--- src/rtl/lfsr_rand_gen.sv ---
// Galois-LFSR random source with seed load, single-step, prescaled free-run, draw handshake and hex readout.
// Latency: step/tick advance in 1 cycle; a draw returns rnd_valid DRAW_STEPS+1 cycles after req; seg lags lfsr_q by 1.
// Backpressure: none; req is ignored while busy and rnd_valid is a single-cycle pulse with no ready.
module lfsr_rand_gen #(
    parameter int                 WIDTH      = 8,
    parameter logic [WIDTH-1:0]   TAPS       = 8'h8E,
    parameter logic [WIDTH-1:0]   ZERO_FILL  = 8'hAA,
    parameter int                 DIV        = 4,
    parameter int                 DRAW_STEPS = 3,
    localparam int                NDIG       = WIDTH / 4
) (
    input  logic                  clk,
    input  logic                  reset,
    input  logic                  load,
    input  logic [WIDTH-1:0]      seed,
    input  logic                  run,
    input  logic                  step,
    input  logic                  req,
    output logic                  busy,
    output logic                  rnd_valid,
    output logic [WIDTH-1:0]      rnd,
    output logic [WIDTH-1:0]      lfsr_q,
    output logic [7*NDIG-1:0]     seg
);

    localparam int PW = (DIV > 1) ? $clog2(DIV) : 1;
    localparam int DW = (DRAW_STEPS > 1) ? $clog2(DRAW_STEPS) : 1;

    localparam logic [1:0] IDLE = 2'd0;
    localparam logic [1:0] RUN  = 2'd1;
    localparam logic [1:0] DRAW = 2'd2;

    logic [1:0]        state;
    logic [PW-1:0]     presc;
    logic [DW-1:0]     dcnt;
    logic [WIDTH-1:0]  nxt;
    logic              tick;
    logic              draw_last;
    logic [7*NDIG-1:0] seg_nxt;

    function automatic logic [6:0] hex7(input logic [3:0] d);
        logic [6:0] s;
        case (d)
            4'h0: s = 7'h40;
            4'h1: s = 7'h79;
            4'h2: s = 7'h24;
            4'h3: s = 7'h30;
            4'h4: s = 7'h19;
            4'h5: s = 7'h12;
            4'h6: s = 7'h02;
            4'h7: s = 7'h78;
            4'h8: s = 7'h00;
            4'h9: s = 7'h10;
            4'hA: s = 7'h08;
            4'hB: s = 7'h03;
            4'hC: s = 7'h46;
            4'hD: s = 7'h21;
            4'hE: s = 7'h06;
            default: s = 7'h0E;
        endcase
        return s;
    endfunction

    // All-zero is the LFSR lock-up state, so it is replaced by ZERO_FILL instead of shifting.
    always_comb begin
        nxt = '0;
        if (lfsr_q == '0)
            nxt = ZERO_FILL;
        else
            nxt = (lfsr_q >> 1) ^ ({WIDTH{lfsr_q[0]}} & TAPS);
    end

    assign tick      = (state == RUN) && (presc == PW'(DIV - 1));
    assign draw_last = (dcnt == DW'(DRAW_STEPS - 1));
    assign busy      = (state == DRAW);

    always_ff @(posedge clk) begin
        if (reset) begin
            state     <= IDLE;
            presc     <= '0;
            dcnt      <= '0;
            lfsr_q    <= '0;
            rnd       <= '0;
            rnd_valid <= 1'b0;
        end else begin
            rnd_valid <= 1'b0;
            if (load) begin
                // Load also aborts a draw in flight and swallows any coincident req.
                lfsr_q <= seed;
                presc  <= '0;
                dcnt   <= '0;
                state  <= run ? RUN : IDLE;
            end else if (state == DRAW) begin
                lfsr_q <= nxt;
                dcnt   <= dcnt + DW'(1);
                if (draw_last) begin
                    rnd       <= nxt;
                    rnd_valid <= 1'b1;
                    dcnt      <= '0;
                    presc     <= '0;
                    state     <= run ? RUN : IDLE;
                end
            end else begin
                if (step || tick)
                    lfsr_q <= nxt;
                if (state == RUN)
                    presc <= tick ? '0 : presc + PW'(1);
                if (req) begin
                    dcnt  <= '0;
                    state <= DRAW;
                end else if (state == IDLE && run) begin
                    presc <= '0;
                    state <= RUN;
                end else if (state == RUN && !run) begin
                    state <= IDLE;
                end
            end
        end
    end

    always_comb begin
        seg_nxt = '0;
        for (int k = 0; k < NDIG; k++)
            seg_nxt[7*k +: 7] = hex7(lfsr_q[4*k +: 4]);
    end

    always_ff @(posedge clk) begin
        if (reset) begin
            for (int k = 0; k < NDIG; k++)
                seg[7*k +: 7] <= 7'b1000000;
        end else begin
            seg <= seg_nxt;
        end
    end

endmodule

--- config.mk ---
export PLATFORM = sky130hd
export DESIGN_NAME = lfsr_rand_gen
export DESIGN_NICKNAME = d
export VERILOG_FILES = /design/src/rtl/lfsr_rand_gen.sv
export SDC_FILE = /design/constraint.sdc
export NUM_CORES = 1
export LEC_CHECK = 0
export ABC_CLOCK_PERIOD_IN_PS = 4600
export BUFFER_PORTS_ARGS = -buffer_cell sky130_fd_sc_hd__buf_2
export CORE_ASPECT_RATIO = 0.5
export CORE_UTILIZATION = 35
export DETAILED_ROUTE_END_ITERATION = 10
export PLACE_DENSITY = 0.68
export SLEW_MARGIN = 10
export SYNTH_ARGS = -nofsm -noshare
export SYNTH_HDL_FRONTEND = slang
export SYNTH_SLANG_ARGS = --single-unit
--- constraint.sdc ---
create_clock -name clk -period 4.6 [get_ports clk]
set_input_delay 0.69 -clock clk [delete_from_list [all_inputs] [get_ports clk]]
set_output_delay 0.69 -clock clk [all_outputs]
set_load 0.05 [all_outputs]
==> impl_metrics.json, run 1 <==
{
  "slowest_delay_ns": 0.50,
  "critPathKind": "register to output pin",
  "reg2reg_slack_ns": 2.58,
  "cts_root_buf": "clkbuf_16",
  "timing.max_cap.violations": 0,
  "diodes": 0,
  "power_frac_comb_pct": 21.7,
  "ctsResizeCount": 0,
  "die_x_um": 108,
  "numCtsBuffers": 5,
  "die-height_um": 55.1,
  "vias": 1729,
  "leakage_nw": 1.02,
  "synth_top_family_by_area": "compound AO/OA/AOI/OAI gates",
  "clk_latency_ns": 0.28,
  "grt_pass1_wl_um": 7050,
  "p_sw_mw": 0.295,
  "clkSlewWorstSetupHoldPaths_ns": 0.06,
  "synth_edf_count": 0,
  "timing.rr.start": "lfsr_q[0]",
  "synth_seq_cells": 37,
  "postPlaceCellArea_um2": 2190,
  "crit_fanout": 11,
  "end_kind": "output pin",
  "max_freq_mhz": 476,
  "yosysTopAreaCellShare_pct": 37.5,
  "synth_simple_gate_area_share_pct": 19.7,
  "avgSynthCellArea_um2": 8.99,
  "pwr-share-seq_pct": 40.6,
  "regArea_um2": 741,
  "synthMuxAreaShare_pct": 2.09,
  "drcViolationCount": 0,
  "max_slew.worst_pin.slew_ns": 0.634,
  "hold_end": "rnd[0]",
  "cts_sinks": 37,
  "finalSetupViolCount": 0,
  "hold_buffers": 0,
  "syn_nets": 247,
  "core-area_um2": 5180,
  "slew_viol_final": 0,
  "layout-drive-gt1-share_pct": 24.0,
  "track_usage_pct": 15.7,
  "r2r_end": "rnd[7]",
  "yosysUniqueCellTypes": 48,
  "synth_compound_area_share_pct": 24.1,
  "std_cell_rows": 18,
  "vdd_drop_max_mv": 0.142,
  "multi_input_comb_area_um2": 1100,
  "most-common-layout-cells": "buf_2 (45), dfxtp_1 (37), nand2_1 (15)",
  "final_common_cell": "buf_2",
  "async_reset_ff_share_pct": 0,
  "status": "finished, final reports clean",
  "nNetsFinal": 280,
  "h-tree-depth": 2,
  "cp_num_buf_inv": 2,
  "cp_cell_sequence": "nand2b_1, inv_2, buf_2",
  "fin_setup_tns_ns": 0,
  "via_per_inst": 5.34,
  "start_util_pct": 38.2,
  "grt-ovfl-total": 0,
  "power_frac_clock_pct": 37.6,
  "synth_adder_area_share_pct": 8.23,
  "stdcell_area_um2": 2350,
  "drtIter0Drc": 168,
  "grt_pass1_vias": 1464,
  "arrival_ns": 1.41,
  "totalWireLength_um": 4570,
  "cp_slowest_cell": "dfxtp_1",
  "worstHoldPathCells": 2,
  "num_io_pins": 46,
  "finalHoldViolations": 0,
  "cp.required_ns": 3.91,
  "die_area_um2": 5970,
  "synth.yosys.seq_area_share_pct": 37.5,
  "period_minus_slack_ns": 2.10,
  "p_sw_share_pct": 32.3,
  "synth_area_leaders": "dfxtp_1 (37%), ha_1 (8.2%), nand2_1 (2.8%)",
  "port_buffers": 45,
  "p_int_mw": 0.620,
  "antenna_found_initial": 0,
  "cts_setup_buffers": 0,
  "ys_warn_count": 0,
  "grt_max_degree": 25,
  "netlist_area_um2": 1980,
  "dr.pass1.iters": 4,
  "worstHoldStart": "rnd[0]",
  "yosys_most_used_dff": "dfxtp_1",
  "wire_per_inst_um": 14.1,
  "dp_cells": 316,
  "dp_hpwl_um": 3240,
  "antenna_left": 0,
  "path_delay_family": "flip-flops",
  "syn_inst": 220,
  "synth_xor_xnor_area_share_pct": 1.33,
  "post-route-period-util_pct": 45.7,
  "startpoint_type": "register",
  "final_cells": 324,
  "fin_util_pct": 45.3,
  "gp_congestion": 0.823,
  "ff2ff_path_depth": 5,
  "maxSlewHeadroom_pct": 57.7,
  "ctsLongestPathBuffers": 2,
  "filler_cell_count": 505,
  "skew_ns": 0.00400,
  "rsz0062_at_grt": "false",
  "powerDensity_nw_per_um2": 390,
  "min_path_type": "register to register",
  "area_growth_pct": 18.7,
  "cts_tree": "built",
  "synth_top_area_cell": "dfxtp_1"
}
state kept, by name, summed over array words and instances (netlist names):
name,cells
seg,14
lfsr_q,8
rnd,8
dcnt,2
presc,2
state,2
rnd_valid,1
final cells by class:
cell class	instances	share of cell area (%)
tap	70	3.73
multi-input combinational	152	46.7
clock inverter	2	0.586
inverter	12	1.92
timing repair buffer	45	9.59
sequential	37	31.6
clock buffer	6	5.92
routing by layer:
metal | up-vias | share of wire, % | GRT usage (%)
met3 | 6 | 5.1 | 4.22
met4 | 0 | 0.70 | 6.31
met1 | 804 | 51 | 20.9
met5 | - | 0 | 0
li1 | 878 | - | -
met2 | 41 | 43 | 24.6
power by group through the flow:
| stage | combinational (mW) | clock, mW | sequential (mW) |
|---|---|---|---|
| finish | 0.199 | 0.344 | 0.372 |
| global route | 0.216 | 0.365 | 0.376 |
| CTS | 0.199 | 0.350 | 0.372 |
| detailed placement | 0.198 | 0 | 0.378 |
| global placement | 0.196 | 0 | 0.377 |
| floorplan | 0.108 | 0 | 0.426 |
through the flow:
stage | power [mW] | worst slack (ns) | hold slack [ns]
floorplan | 0.534 | 2.46 | 0.437
global route | 0.956 | 2.41 | 0.509
detailed placement | 0.577 | 2.47 | 0.464
CTS | 0.920 | 2.52 | 0.477
finish | 0.915 | 2.50 | 0.475
global placement | 0.574 | 2.52 | 0.455
worst max-delay path by stage:
stage | from | to | cells after the start
2_1_floorplan | lfsr_q[0] | rnd[3] | 6
3_3_place_gp | load | lfsr_q[7] | 4
3_5_place_dp | load | lfsr_q[6] | 4
4_1_cts | state[1] | busy | 3
5_1_grt | state[1] | busy | 3
6_report | state[1] | busy | 3
cell families after synthesis:
family	Yosys count
adder cells (fa/ha/maj)	13
XOR/XNOR	3
multiplexers	4
AND/OR/NAND/NOR	69
AO/OA/AOI/OAI	63
flip-flops	37
buffers and inverters	31
synthesized netlist by cell type (3+ instances only):
library cell,count
a211o_1,4
a211oi_1,5
a21oi_1,5
a311oi_1,4
a31oi_1,8
buf_6,3
clkbuf_1,13
dfxtp_1,37
ha_1,13
inv_1,10
mux2i_1,3
nand2_1,15
nand2b_1,8
nand3_1,5
nor2_1,12
nor2b_1,8
nor3b_1,3
o211ai_1,4
o21ai_0,11
o221a_2,3
o32ai_1,3
o41ai_1,5
xor2_1,3
worst register-to-register path: stages (launching register included):
cell       delay, ns
dfxtp_1         0.65
inv_1           0.21
ha_1            0.29
nand4bb_1       0.18
o211ai_1        0.26
o221a_2         0.33
Power figures use the tool's default switching activity.
==> inputs of run 2 (changes only) <==
--- a/config.mk
+++ b/config.mk
@@ -5,12 +5,13 @@
 export SDC_FILE = /design/constraint.sdc
 export NUM_CORES = 1
 export LEC_CHECK = 0
-export ABC_CLOCK_PERIOD_IN_PS = 4600
+export ABC_AREA = 1
+export ABC_CLOCK_PERIOD_IN_PS = 1800
 export BUFFER_PORTS_ARGS = -buffer_cell sky130_fd_sc_hd__buf_2
 export CORE_ASPECT_RATIO = 0.5
 export CORE_UTILIZATION = 35
 export DETAILED_ROUTE_END_ITERATION = 10
-export PLACE_DENSITY = 0.68
+export PLACE_DENSITY = 0.7
 export SLEW_MARGIN = 10
 export SYNTH_ARGS = -nofsm -noshare
 export SYNTH_HDL_FRONTEND = slang
==> constraint.sdc (replaced) <==
create_clock -name clk -period 1.8 [get_ports clk]
set_input_delay 0.27 -clock clk [delete_from_list [all_inputs] [get_ports clk]]
set_output_delay 0.27 -clock clk [all_outputs]
set_load 0.05 [all_outputs]
==> run 2 against run 1 <==
  * Cell count is 23% higher
  * Sequential power is 150% higher
  * Register-to-register slack lost 2.3 ns
  * Highest routed layer unchanged
==> impl_metrics.json, run 2 <==
{
  "clk_latency_ns": 0.29,
  "area_growth_pct": 19.4,
  "syn_inst": 282,
  "totalWireLength_um": 4730,
  "finalSetupViolCount": 0,
  "via_per_inst": 4.71,
  "ctsLongestPathBuffers": 2,
  "end_kind": "output pin",
  "maxSlewHeadroom_pct": 74.8,
  "max_slew.worst_pin.slew_ns": 0.377,
  "crit_fanout": 8,
  "std_cell_rows": 18,
  "cp.required_ns": 1.53,
  "leakage_nw": 1.16,
  "die_x_um": 108,
  "worst_hold_slack_ns": 0.269,
  "drtIter0Drc": 82,
  "async_reset_ff_share_pct": 0,
  "min_path_type": "input pin to register",
  "gp_congestion": 0.806,
  "power_frac_comb_pct": 27.5,
  "grt_max_degree": 19,
  "slew_viol_final": 0,
  "startpoint_type": "register",
  "core-area_um2": 5160,
  "port_buffers": 45,
  "yosysMostFrequentCell": "nand2_1",
  "layout-drive-gt1-share_pct": 23.4,
  "critPathKind": "register to output pin",
  "finalHoldViolations": 0,
  "vias": 1881,
  "track_usage_pct": 16.9,
  "drcViolationCount": 0,
  "h-tree-depth": 2,
  "p_sw_mw": 0.751,
  "num_io_pins": 46,
  "cp_cell_sequence": "inv_2, nor2_4, buf_2",
  "fin_setup_tns_ns": 0,
  "synth_commonest_cells": "nand2_1 (72), dfxtp_1 (37), nor2_1 (27)",
  "start_util_pct": 38.2,
  "syn_nets": 309,
  "largest_reg_flops": 14,
  "status": "finished, final reports clean",
  "grt-ovfl-total": 0,
  "nNetsFinal": 355,
  "pwr-share-seq_pct": 44.7,
  "final_common_cell": "nand2_1",
  "antenna_found_initial": 0,
  "max_freq_mhz": 621,
  "p_int_mw": 1.30,
  "post-route-period-util_pct": 89.5,
  "yosysTopAreaCellShare_pct": 37.6,
  "synth_area_leaders": "dfxtp_1 (38%), nand2_1 (14%), ha_1 (8.3%)",
  "regMostFlops": "seg",
  "slowest_delay_ns": 0.43,
  "dp_hpwl_um": 3540,
  "die_area_um2": 5950,
  "cts_setup_buffers": 0,
  "filler_cell_count": 553,
  "netlist_area_um2": 1970,
  "setup_ws_ns": 0.189,
  "path_delay_family": "flip-flops",
  "avgSynthCellArea_um2": 6.99,
  "ys_warn_count": 0,
  "place_ws_ns": 0.120,
  "yosys_most_used_dff": "dfxtp_1",
  "synth_top_area_cell": "dfxtp_1",
  "most-common-layout-cells": "nand2_1 (72), buf_2 (45), dfxtp_1 (34)",
  "clkSlewWorstSetupHoldPaths_ns": 0.07,
  "grt_pass1_vias": 1680,
  "cts_sinks": 37,
  "powerDensity_nw_per_um2": 872,
  "numCtsBuffers": 5,
  "synth.yosys.seq_area_share_pct": 37.6,
  "diodes": 0,
  "wire_per_inst_um": 11.8,
  "timing.max_cap.violations": 0,
  "p_sw_share_pct": 36.6,
  "cts_tree": "built",
  "reg2reg_slack_ns": 0.24,
  "die-height_um": 55.1,
  "vdd_drop_max_mv": 0.273,
  "cts_root_buf": "clkbuf_8",
  "rsz0062_at_grt": "false",
  "dr.pass1.iters": 4,
  "period_minus_slack_ns": 1.61,
  "cp_num_buf_inv": 2,
  "yosysUniqueCellTypes": 29,
  "dp_cells": 391,
  "arrival_ns": 1.34,
  "synth_edf_count": 0,
  "cp_slowest_cell": "dfxtp_1",
  "p_total_mw": 2.05,
  "top_regs": "seg (14), lfsr_q (8), rnd (8)",
  "synth_seq_cells": 37,
  "grt_pass1_wl_um": 7630,
  "power_frac_clock_pct": 27.8,
  "skew_ns": 0.00520,
  "final_cells": 399,
  "antenna_left": 0
}
## run 2: changes by cell type after synthesis, moves of 6 or more
cell	previous run	this run
a21oi_1	5	25
a31oi_1	8	2
clkbuf_1	13	5
inv_1	10	24
nand2_1	15	72
nand2b_1	8	0
nand3_1	5	19
nor2_1	12	27
nor2b_1	8	0
o21ai_0	11	20
o21ai_1	0	7
## run 2: kinds of logic (layout without fill, tap and decap cells)
| kind of cell | after synthesis | count (layout) | synth area share, % |
|---|---|---|---|
| AOI/OAI and AO/OA | 57 | 57 | 15.1 |
| and+or+nand+nor | 131 | 131 | 29.1 |
| adders and majority gates | 13 | 13 | 8.25 |
| buffers and inverters | 42 | 89 | 9.08 |
| xor gates and xnor gates | 2 | 2 | 0.889 |
| DFF | 37 | 37 | 37.6 |
## run 2: worst paths after layout
check	from	endpoint	cells past startpoint
setup / recovery	state[1]	busy	3
hold / removal	req	state[1]	3
setup reg to reg	lfsr_q[0]	lfsr_q[4]	9
hold reg to reg	rnd[7]	rnd[7]	2
## run 2: through the flow
stage	area, um^2	utilization [%]
final	2350	45.6
after global routing	2350	45.6
after CTS	2350	45.5
after detailed placement	2270	43.9
after global placement	2270	43.9
after floorplan	1970	-
## run 2: layout make-up
type | instances | area [um^2] | share of cell area, %
inverters | 30 | 113 | 4.78
flip-flops and latches | 37 | 744 | 31.6
clock inverters | 2 | 10.0 | 0.425
well taps | 70 | 87.6 | 3.72
clock buffers | 6 | 72.6 | 3.08
repair buffers | 51 | 270 | 11.5
multi-input cells | 203 | 1060 | 44.9
## run 2: per-layer routing
layer  GRT usage (%)  wire [um]  vias up
met5               0          0        -
met4            5.71         57        0
met3            4.22        283        8
met2            29.6       2180       38
met1            20.9       2210      835
li1                -          -     1000
## run 2: power groups by stage
stage / clock network, mW / logic (mW) / registers, mW
after global routing: 0.614 / 0.620 / 0.925
final: 0.571 / 0.564 / 0.917
after CTS: 0.577 / 0.562 / 0.917
after detailed placement: 0 / 0.560 / 0.937
after global placement: 0 / 0.550 / 0.934
after floorplan: 0 / 0.264 / 1.09
## run 2: repair_timing
item	in CTS	in global routing
hold buffers	0	0
setup endpoints to repair	0	8
gates resized for setup	0	1
## run 2: worst reg2reg max path, delay by kind of cell (launching register included)
kind,cells,cell delay (ns)
fa+ha+maj,1,0.24
buf+inv,2,0.26
flops,1,0.38
simple gates,6,0.57
